==> src/rtl/msrv32_pkg.sv <==
// Shared msrv32 core types: register-file widths, address/data typedefs and the
// writeback request bundle seen by the register-file read ports.
package msrv32_pkg;

  localparam int unsigned XLEN       = 32;
  localparam int unsigned REG_ADDR_W = 5;
  localparam int unsigned NUM_REGS   = 32;

  typedef logic [REG_ADDR_W-1:0] reg_addr_t;
  typedef logic [XLEN-1:0]       xlen_t;

  localparam reg_addr_t ZERO_REG = 5'd0;

  // Writeback request as presented to the register file in one cycle.
  typedef struct packed {
    reg_addr_t rd_addr;
    logic      wr_en;
    xlen_t     rd_data;
  } wb_req_t;

  // True when a read address matches a live, architecturally visible write.
  function automatic logic wb_hit(input reg_addr_t rs_addr, input wb_req_t wb);
    return wb.wr_en && (wb.rd_addr != ZERO_REG) && (rs_addr == wb.rd_addr);
  endfunction

endpackage

==> src/rtl/msrv32_integer_file_if.sv <==
// Decode/writeback-facing bus of the integer register file: two read ports and
// one write port. The core drives through master; the register file is slave.
interface msrv32_integer_file_if;

  msrv32_pkg::reg_addr_t rs_1_addr_in;
  msrv32_pkg::reg_addr_t rs_2_addr_in;
  msrv32_pkg::xlen_t     rs_1_out;
  msrv32_pkg::xlen_t     rs_2_out;
  msrv32_pkg::reg_addr_t rd_addr_in;
  logic                  wr_en_in;
  msrv32_pkg::xlen_t     rd_in;

  modport master (
    output rs_1_addr_in,
    output rs_2_addr_in,
    output rd_addr_in,
    output wr_en_in,
    output rd_in,
    input  rs_1_out,
    input  rs_2_out
  );

  modport slave (
    input  rs_1_addr_in,
    input  rs_2_addr_in,
    input  rd_addr_in,
    input  wr_en_in,
    input  rd_in,
    output rs_1_out,
    output rs_2_out
  );

endinterface

==> src/rtl/msrv32_rf_read_port.sv <==
// One combinational register-file read port: x0 forced to zero and, when
// MSRV32_RF_BYPASS_EN is defined, write-through forwarding of the current write.
module msrv32_rf_read_port
  import msrv32_pkg::*;
(
  input  reg_addr_t i_rs_addr,
  input  wb_req_t   i_wb,
  input  xlen_t     i_regs [NUM_REGS],
  output xlen_t     o_rs_data
);

`ifdef MSRV32_RF_BYPASS_EN
  // Forwarding beats stored contents; wb_hit already excludes x0.
  always_comb begin
    o_rs_data = '0;
    if (i_rs_addr != ZERO_REG) begin
      o_rs_data = i_regs[i_rs_addr];
    end
    if (wb_hit(i_rs_addr, i_wb)) begin
      o_rs_data = i_wb.rd_data;
    end
  end
`else
  logic w_unused;
  assign w_unused = ^i_wb;

  always_comb begin
    o_rs_data = '0;
    if (i_rs_addr != ZERO_REG) begin
      o_rs_data = i_regs[i_rs_addr];
    end
  end
`endif

endmodule

==> src/rtl/msrv32_integer_file.sv <==
// RV32I integer register file (x0 hardwired to zero), async active-low reset.
// Optional write-through bypass on both read ports: define MSRV32_RF_BYPASS_EN.
module msrv32_integer_file
  import msrv32_pkg::*;
(
  input logic                   clk_in,
  input logic                   reset_in,
  msrv32_integer_file_if.slave  rf_if
);

  xlen_t   r_regs [NUM_REGS];
  wb_req_t w_wb;
  xlen_t   w_rs_1_data;
  xlen_t   w_rs_2_data;

  // Write enable is qualified by reset so a bypass cannot leak data during reset.
  assign w_wb.rd_addr = rf_if.rd_addr_in;
  assign w_wb.wr_en   = rf_if.wr_en_in & reset_in;
  assign w_wb.rd_data = rf_if.rd_in;

  // Storage; entry 0 is only ever cleared, reads of x0 are forced in the port.
  always_ff @(posedge clk_in or negedge reset_in) begin
    if (!reset_in) begin
      for (int i = 0; i < int'(NUM_REGS); i++) begin
        r_regs[i] <= '0;
      end
    end else if (w_wb.wr_en && (w_wb.rd_addr != ZERO_REG)) begin
      r_regs[w_wb.rd_addr] <= w_wb.rd_data;
    end
  end

  msrv32_rf_read_port u_rd_port_1 (
    .i_rs_addr (rf_if.rs_1_addr_in),
    .i_wb      (w_wb),
    .i_regs    (r_regs),
    .o_rs_data (w_rs_1_data)
  );

  msrv32_rf_read_port u_rd_port_2 (
    .i_rs_addr (rf_if.rs_2_addr_in),
    .i_wb      (w_wb),
    .i_regs    (r_regs),
    .o_rs_data (w_rs_2_data)
  );

  assign rf_if.rs_1_out = w_rs_1_data;
  assign rf_if.rs_2_out = w_rs_2_data;

endmodule

==> src/flat_wrapper.sv <==
// flat-port wrapper written by rule: the top's interface ports become plain ports
module msrv32_integer_file_flat import msrv32_pkg::*;
  (clk_in, reset_in, rf_if_rs_1_addr_in, rf_if_rs_2_addr_in, rf_if_rd_addr_in, rf_if_wr_en_in, rf_if_rd_in, rf_if_rs_1_out, rf_if_rs_2_out);
  msrv32_integer_file_if rf_if_i ();
  input logic clk_in;
  input logic reset_in;
  input wire logic [$bits(rf_if_i.rs_1_addr_in)-1:0] rf_if_rs_1_addr_in;
  input wire logic [$bits(rf_if_i.rs_2_addr_in)-1:0] rf_if_rs_2_addr_in;
  input wire logic [$bits(rf_if_i.rd_addr_in)-1:0] rf_if_rd_addr_in;
  input wire logic [$bits(rf_if_i.wr_en_in)-1:0] rf_if_wr_en_in;
  input wire logic [$bits(rf_if_i.rd_in)-1:0] rf_if_rd_in;
  output wire logic [$bits(rf_if_i.rs_1_out)-1:0] rf_if_rs_1_out;
  output wire logic [$bits(rf_if_i.rs_2_out)-1:0] rf_if_rs_2_out;
  assign rf_if_i.rs_1_addr_in = rf_if_rs_1_addr_in;
  assign rf_if_i.rs_2_addr_in = rf_if_rs_2_addr_in;
  assign rf_if_i.rd_addr_in = rf_if_rd_addr_in;
  assign rf_if_i.wr_en_in = rf_if_wr_en_in;
  assign rf_if_i.rd_in = rf_if_rd_in;
  assign rf_if_rs_1_out = rf_if_i.rs_1_out;
  assign rf_if_rs_2_out = rf_if_i.rs_2_out;
  msrv32_integer_file u_core (.clk_in(clk_in), .reset_in(reset_in), .rf_if(rf_if_i));
endmodule
==> config.mk <==
export PLATFORM = sky130hd
export DESIGN_NAME = msrv32_integer_file_flat
export DESIGN_NICKNAME = d
export VERILOG_FILES = /design/src/rtl/msrv32_pkg.sv /design/src/rtl/msrv32_integer_file_if.sv /design/src/rtl/msrv32_rf_read_port.sv /design/src/rtl/msrv32_integer_file.sv /design/src/flat_wrapper.sv
export SDC_FILE = /design/constraint.sdc
export NUM_CORES = 2
export LEC_CHECK = 0
export CORE_ASPECT_RATIO = 0.6
export CORE_MARGIN = 3
export CORE_UTILIZATION = 55
export CTS_CLUSTER_DIAMETER = 50
export DETAILED_ROUTE_END_ITERATION = 12
export MAX_ROUTING_LAYER = met4
export PLACE_DENSITY = 0.84
export SYNTH_ARGS = -nofsm -noshare
export SYNTH_HDL_FRONTEND = slang
export SYNTH_SLANG_ARGS = --single-unit
==> constraint.sdc <==
create_clock -name clk_in -period 2.6 [get_ports clk_in]
set_clock_uncertainty 0.1 [all_clocks]
set_input_delay 0.52 -clock clk_in [delete_from_list [all_inputs] [get_ports clk_in]]
set_output_delay 0.52 -clock clk_in [all_outputs]
set_load 0.005 [all_outputs]
---- Word level (Yosys, flattened, before mapping) ----
Cells that the tools add are included.
Widths: inputs -> output; s select.
storage, ports and cells
  register bits ........................... 1,024
  input port bits ......................... 50
  output and inout bits ................... 64
  word-level logic and storage cells ...... 56
cells by class
  magnitude comparators ................... 4
  mux-type cells .......................... 11
  bitwise gates (word level) .............. 4
  reduce and logical (&&, ||, !) cells .... 5
operator list
  cell                count
  $bwmux 1024         1
  $bmux 32 s5         2
  $mux 32             7
  $demux 32 s5        1
  $ge 6x6->1 const B  3
  $not 5->6           3
  $reduce_bool 5->1   3
  $lt 6x1->1 const B  1
  $logic_and 1x1->1   2
  $and 1x1->1         1

---- Depth between registers and ports, before layout ----
  depth in word-level cells ............... 6
  mapped depth ............................ 9

---- By module ----
A second synthesis with hierarchy kept.
unflattened totals
  cells, all modules ...................... 3,613
  area, all modules ....................... 54,746.3 sq um
modules (own cells, without submodules)
  module               instances  cells an instance  area an instance (sq um)
  msrv32_integer_file  1          2,285              38,010.2
  msrv32_rf_read_port  2          664                8,368.0

---- Worst setup path before layout ----
Ideal clock, no wire load.
  path kind ............................... input -> output
  from .................................... input port rf_if_rs_2_addr_in[0]
  to ...................................... output port rf_if_rs_2_out[12]
  arrival time ............................ 1.921 ns
  setup slack ............................. 0.059 ns
  cell stages on the path ................. 6
  buffers on the path ..................... 3
  path through ............................ buf_4 > buf_6 > buf_2 > mux4_2 > a211oi_2 > a211oi_2
on the way
  cells in the longest elaborated chain, start to end .. 5
ends and longest elaborated chain
  item                                         RTL line                   text
  start, declared                              flat_wrapper.sv:8          input wire logic [$bits(rf_if_i.rs_2_addr_in)-1:0] rf_if_rs_2_addr_in;
  $not 5->6 (not written as such)              msrv32_rf_read_port.sv:30  o_rs_data = i_regs[i_rs_addr];
  $bmux 32 s5                                  msrv32_rf_read_port.sv:30
  $mux 32 (not written as such) (2 in series)  msrv32_rf_read_port.sv:30
  $mux 32 *                                    msrv32_rf_read_port.sv:29  if (i_rs_addr != ZERO_REG) begin
  end, declared                                flat_wrapper.sv:13         output wire logic [$bits(rf_if_i.rs_2_out)-1:0] rf_if_rs_2_out;
Mark *: on every way between the ends. The rest lies on a longest branch, timed or not. The select of a mux whose other input is x is not followed.

---- Final worst setup path ----
  from .................................... register u_core.r_regs[639] (netlist name)
  to ...................................... output port rf_if_rs_2_out[31]
on the way
  cells in the longest elaborated chain, start to end .. 4
ends and longest elaborated chain
  item                                         RTL line                   text
  start, declared                              msrv32_integer_file.sv:11  xlen_t r_regs [NUM_REGS];
  start signal, assigned by index              msrv32_integer_file.sv:28  r_regs[w_wb.rd_addr] <= w_wb.rd_data;
  $bmux 32 s5                                  msrv32_rf_read_port.sv:30
  $mux 32 (not written as such) (2 in series)  msrv32_rf_read_port.sv:30
  $mux 32                                      msrv32_rf_read_port.sv:29
Every way passes these cells. The select of a mux whose other input is x is not followed.

==> reports/metrics.yaml <==
detailed_routing:
  first_iter_violations: 5889
  first_pass_iters: 6
  vias_per_cell: 7.361
  routed_wl_um: 191800
  vias: 39566
  wl_per_cell_um: 35.68
  drtAntennaViolNets: 0
  drc_errors: 0
place:
  gp_congestion: 0.9504
  numPortBuffers: 113
  dp_hpwl_um: 116000
  postPlaceCellArea_mm2: 0.06151
  pre_cts_ws_ns: -1.437
power:
  internal-power_uw: 31340
  p_seq_share_pct: 45.0
  ir_worst_vdd_v: 0.0005599
  p_leak_uw: 0.03014
  p_sw_uw: 12590
  power.density_mw_per_mm2: 656.2
  switching_share_pct: 28.65
  pwr-share-comb_pct: 21.0
  power.share.clock_pct: 34.0
sta:
  timing.hold.ws_ns: 0.1533
  drv_slew: 0
  setup_ws_ns: -0.5633
  tns_ns: -24.05
  period_share_pct: 121.7
  min_period_ns: 3.163
  worstMarginPinSlew_ns: 1.084
  relSlewSlack_pct: 27.74
  fmax_mhz: 316.1
  setup_viol: 64
  rsz0062_at_grt: "yes"
  final-hold-violation-count: 0
clocking:
  cts_tree: "built"
  clk_pin_slew_ns: 0.07
  clk-insertion-delay-late_ns: 0.70
  clock-sinks: 1024
  root_buffer: "clkbuf_16"
  htree_levels: 3
  clock_path_buffers: 3
  cts_buffers: 94
critical_path:
  reg2regPathDepth: 4
  slowest_delay_ns: 0.50
  crit_path_max_fanout: 3
  r2r-end: "u_core.r_regs[190]"
  cp_top_family: "multiplexers"
  crit_arrival_ns: 2.54
  cp.buffers_inverters: 2
  r2r_slack_ns: 1.33
  r2r_start: "u_core.r_regs[190]"
  cp_slowest_cell: "mux4_2"
  worst_setup_path_end_kind: "primary output"
  critical_path_class: "flip-flop to primary output"
  required_ns: 1.98
  path_cells: "buf_4 -> mux4_2 -> a22o_1 -> nor3_2 -> nor4_4 -> buf_2"
  cp-start-kind: "flip-flop"
logic_synthesis:
  yosys.cell_types.count: 38
  avgSynthCellArea_um2: 15.52
  synth-seq-cells: 1024
  synth.cell_area_mm2: 0.05427
  postSynthCellCount: 3498
  syn-num-nets: 3548
  synth-seq-area-share_pct: 47.21
  yosys_warnings: 0
  synth-main-ff-cell: "dfrtp_1"
  synth-edff-count: 0
  async_flop_share_pct: 100.0
floorplan:
  fp.dieW_um: 411.5
  initial_core_util_pct: 55.95
  die_h_um: 249.3
  row_count: 88
  core_mm2: 0.09700
  die_area_mm2: 0.1026
  ios: 114
cells_and_area:
  reg_top3: "u_core.r_regs (1024)"
  largest_register_ffs: 1024
  drive_above_1_share_pct: 64.22
  design_area_mm2: 0.06694
  top_register: "u_core.r_regs"
  area_growth_pct: 23.33
  utilization_pct: 69.00
  layout.nets: 4035
global_route:
  grt_max_degree: 180
  grt_overflow: 0
  grt_pass1_wl_um: 280100
  grt_usage_pct: 38.13
  antenna_found_initial: 5
  first_global_vias: 40637
min_path:
  min_path_type: "primary input to async pin"
job:
  drv_cap: 0
run_status:
  violations: "setup timing"
  status: "finished, violations left"
-- what timing repair did --
| action | 4_1_cts | 5_1_grt |
|---|---|---|
| setup endpoints to repair | 64 | 64 |
| hold buffers | 1 | 0 |
| gates resized for setup | 489 | 70 |
| buffers inserted | 113 | 31 |
| gates cloned | 8 | 0 |
| endpoints found under the hold margin | 89 | 0 |
| pin swaps | 164 | 101 |
-- metrics by stage --
stage                     total power (uW)  instances
after floorplan                      24400       3498
after global placement               27550       5102
after detailed placement             27980       5102
after CTS                            43240       5342
after global routing                 45140       5374
final                                43930       5375
-- logic make-up (layout without fill, tap and decap cells) --
family,count (synthesis),count (layout),synth area share (%)
compound gates,311,311,4.454
mux,1614,1614,43.05
other cells,0,6,0
flops,1024,1024,47.21
buf+inv,418,984,3.926
simple gates,131,131,1.356
-- layout make-up --
type                            instances  area (um2)
Timing Repair Buffer                  809        8503
Clock buffer                          125        2639
Clock inverter                         50       621.8
Tap cell                             1305        1633
Sequential cell                      1024       25620
Multi-Input combinational cell       2056       27900
Fill cell                            5755       30070
Antenna cell                            6       15.01
-- layout by cell type (no fill, tap or decap), types with 40 or more instances in the layout --
cell type and instances:
a21oi_1 42, mux4_2 477, o221ai_1 40, a22o_1 91, clkbuf_16 94, mux2_2 975
buf_4 475, buf_12 142, mux2i_1 129, buf_6 66, dfrtp_1 1024, buf_2 60
a211oi_2 80
-- synthesized netlist by cell type, types with 5 or more instances --
master	count	area (um2)
mux2_2	975	10980
clkbuf_1	199	747.0
a211oi_2	7	87.58
nand2_1	16	60.06
buf_1	35	131.4
nand2b_1	5	31.28
nor3_1	27	135.1
mux2_1	17	191.4
a211oi_1	86	645.6
buf_6	27	304.0
nand3b_1	5	37.54
buf_2	92	460.4
nor2b_1	31	193.9
o221ai_1	61	534.3
a22o_1	96	840.8
mux4_2	477	10740
buf_4	59	442.9
a21oi_1	58	290.3
dfrtp_1	1024	25620
nor4_1	6	37.54
nor2_1	21	78.83
mux2i_1	145	1451
-- power groups by stage --
stage	Clock, uW	Sequential [uW]	Combinational [uW]
final	14900	19800	9230
after global placement	0	19600	7900
after CTS	14900	19600	8790
after global routing	15600	19900	9650
after detailed placement	0	19800	8150
after floorplan	0	19200	5210
-- per-layer routing --
metal | global-route usage, % | part of all wire, %
met5 | - | 0
met4 | 19.71 | 6.4
met3 | 14.08 | 14
met2 | 51.63 | 43
met1 | 50.23 | 36
-- worst max-delay path by stage --
stage	startpoint	endpoint	slack, ns	cells after the start
2_1_floorplan	rf_if_rs_2_addr_in[0]	rf_if_rs_2_out[12]	0.06	6
3_5_place_dp	rf_if_rs_2_addr_in[2]	rf_if_rs_2_out[15]	-1.44	9
4_1_cts	u_core.r_regs[165]	rf_if_rs_2_out[5]	-0.53	6
5_1_grt	u_core.r_regs[639]	rf_if_rs_2_out[31]	-0.59	6
6_report	u_core.r_regs[639]	rf_if_rs_2_out[31]	-0.56	6
3_3_place_gp	rf_if_rs_2_addr_in[2]	rf_if_rs_2_out[13]	-1.41	10
(Power assumes the default switching activity.)
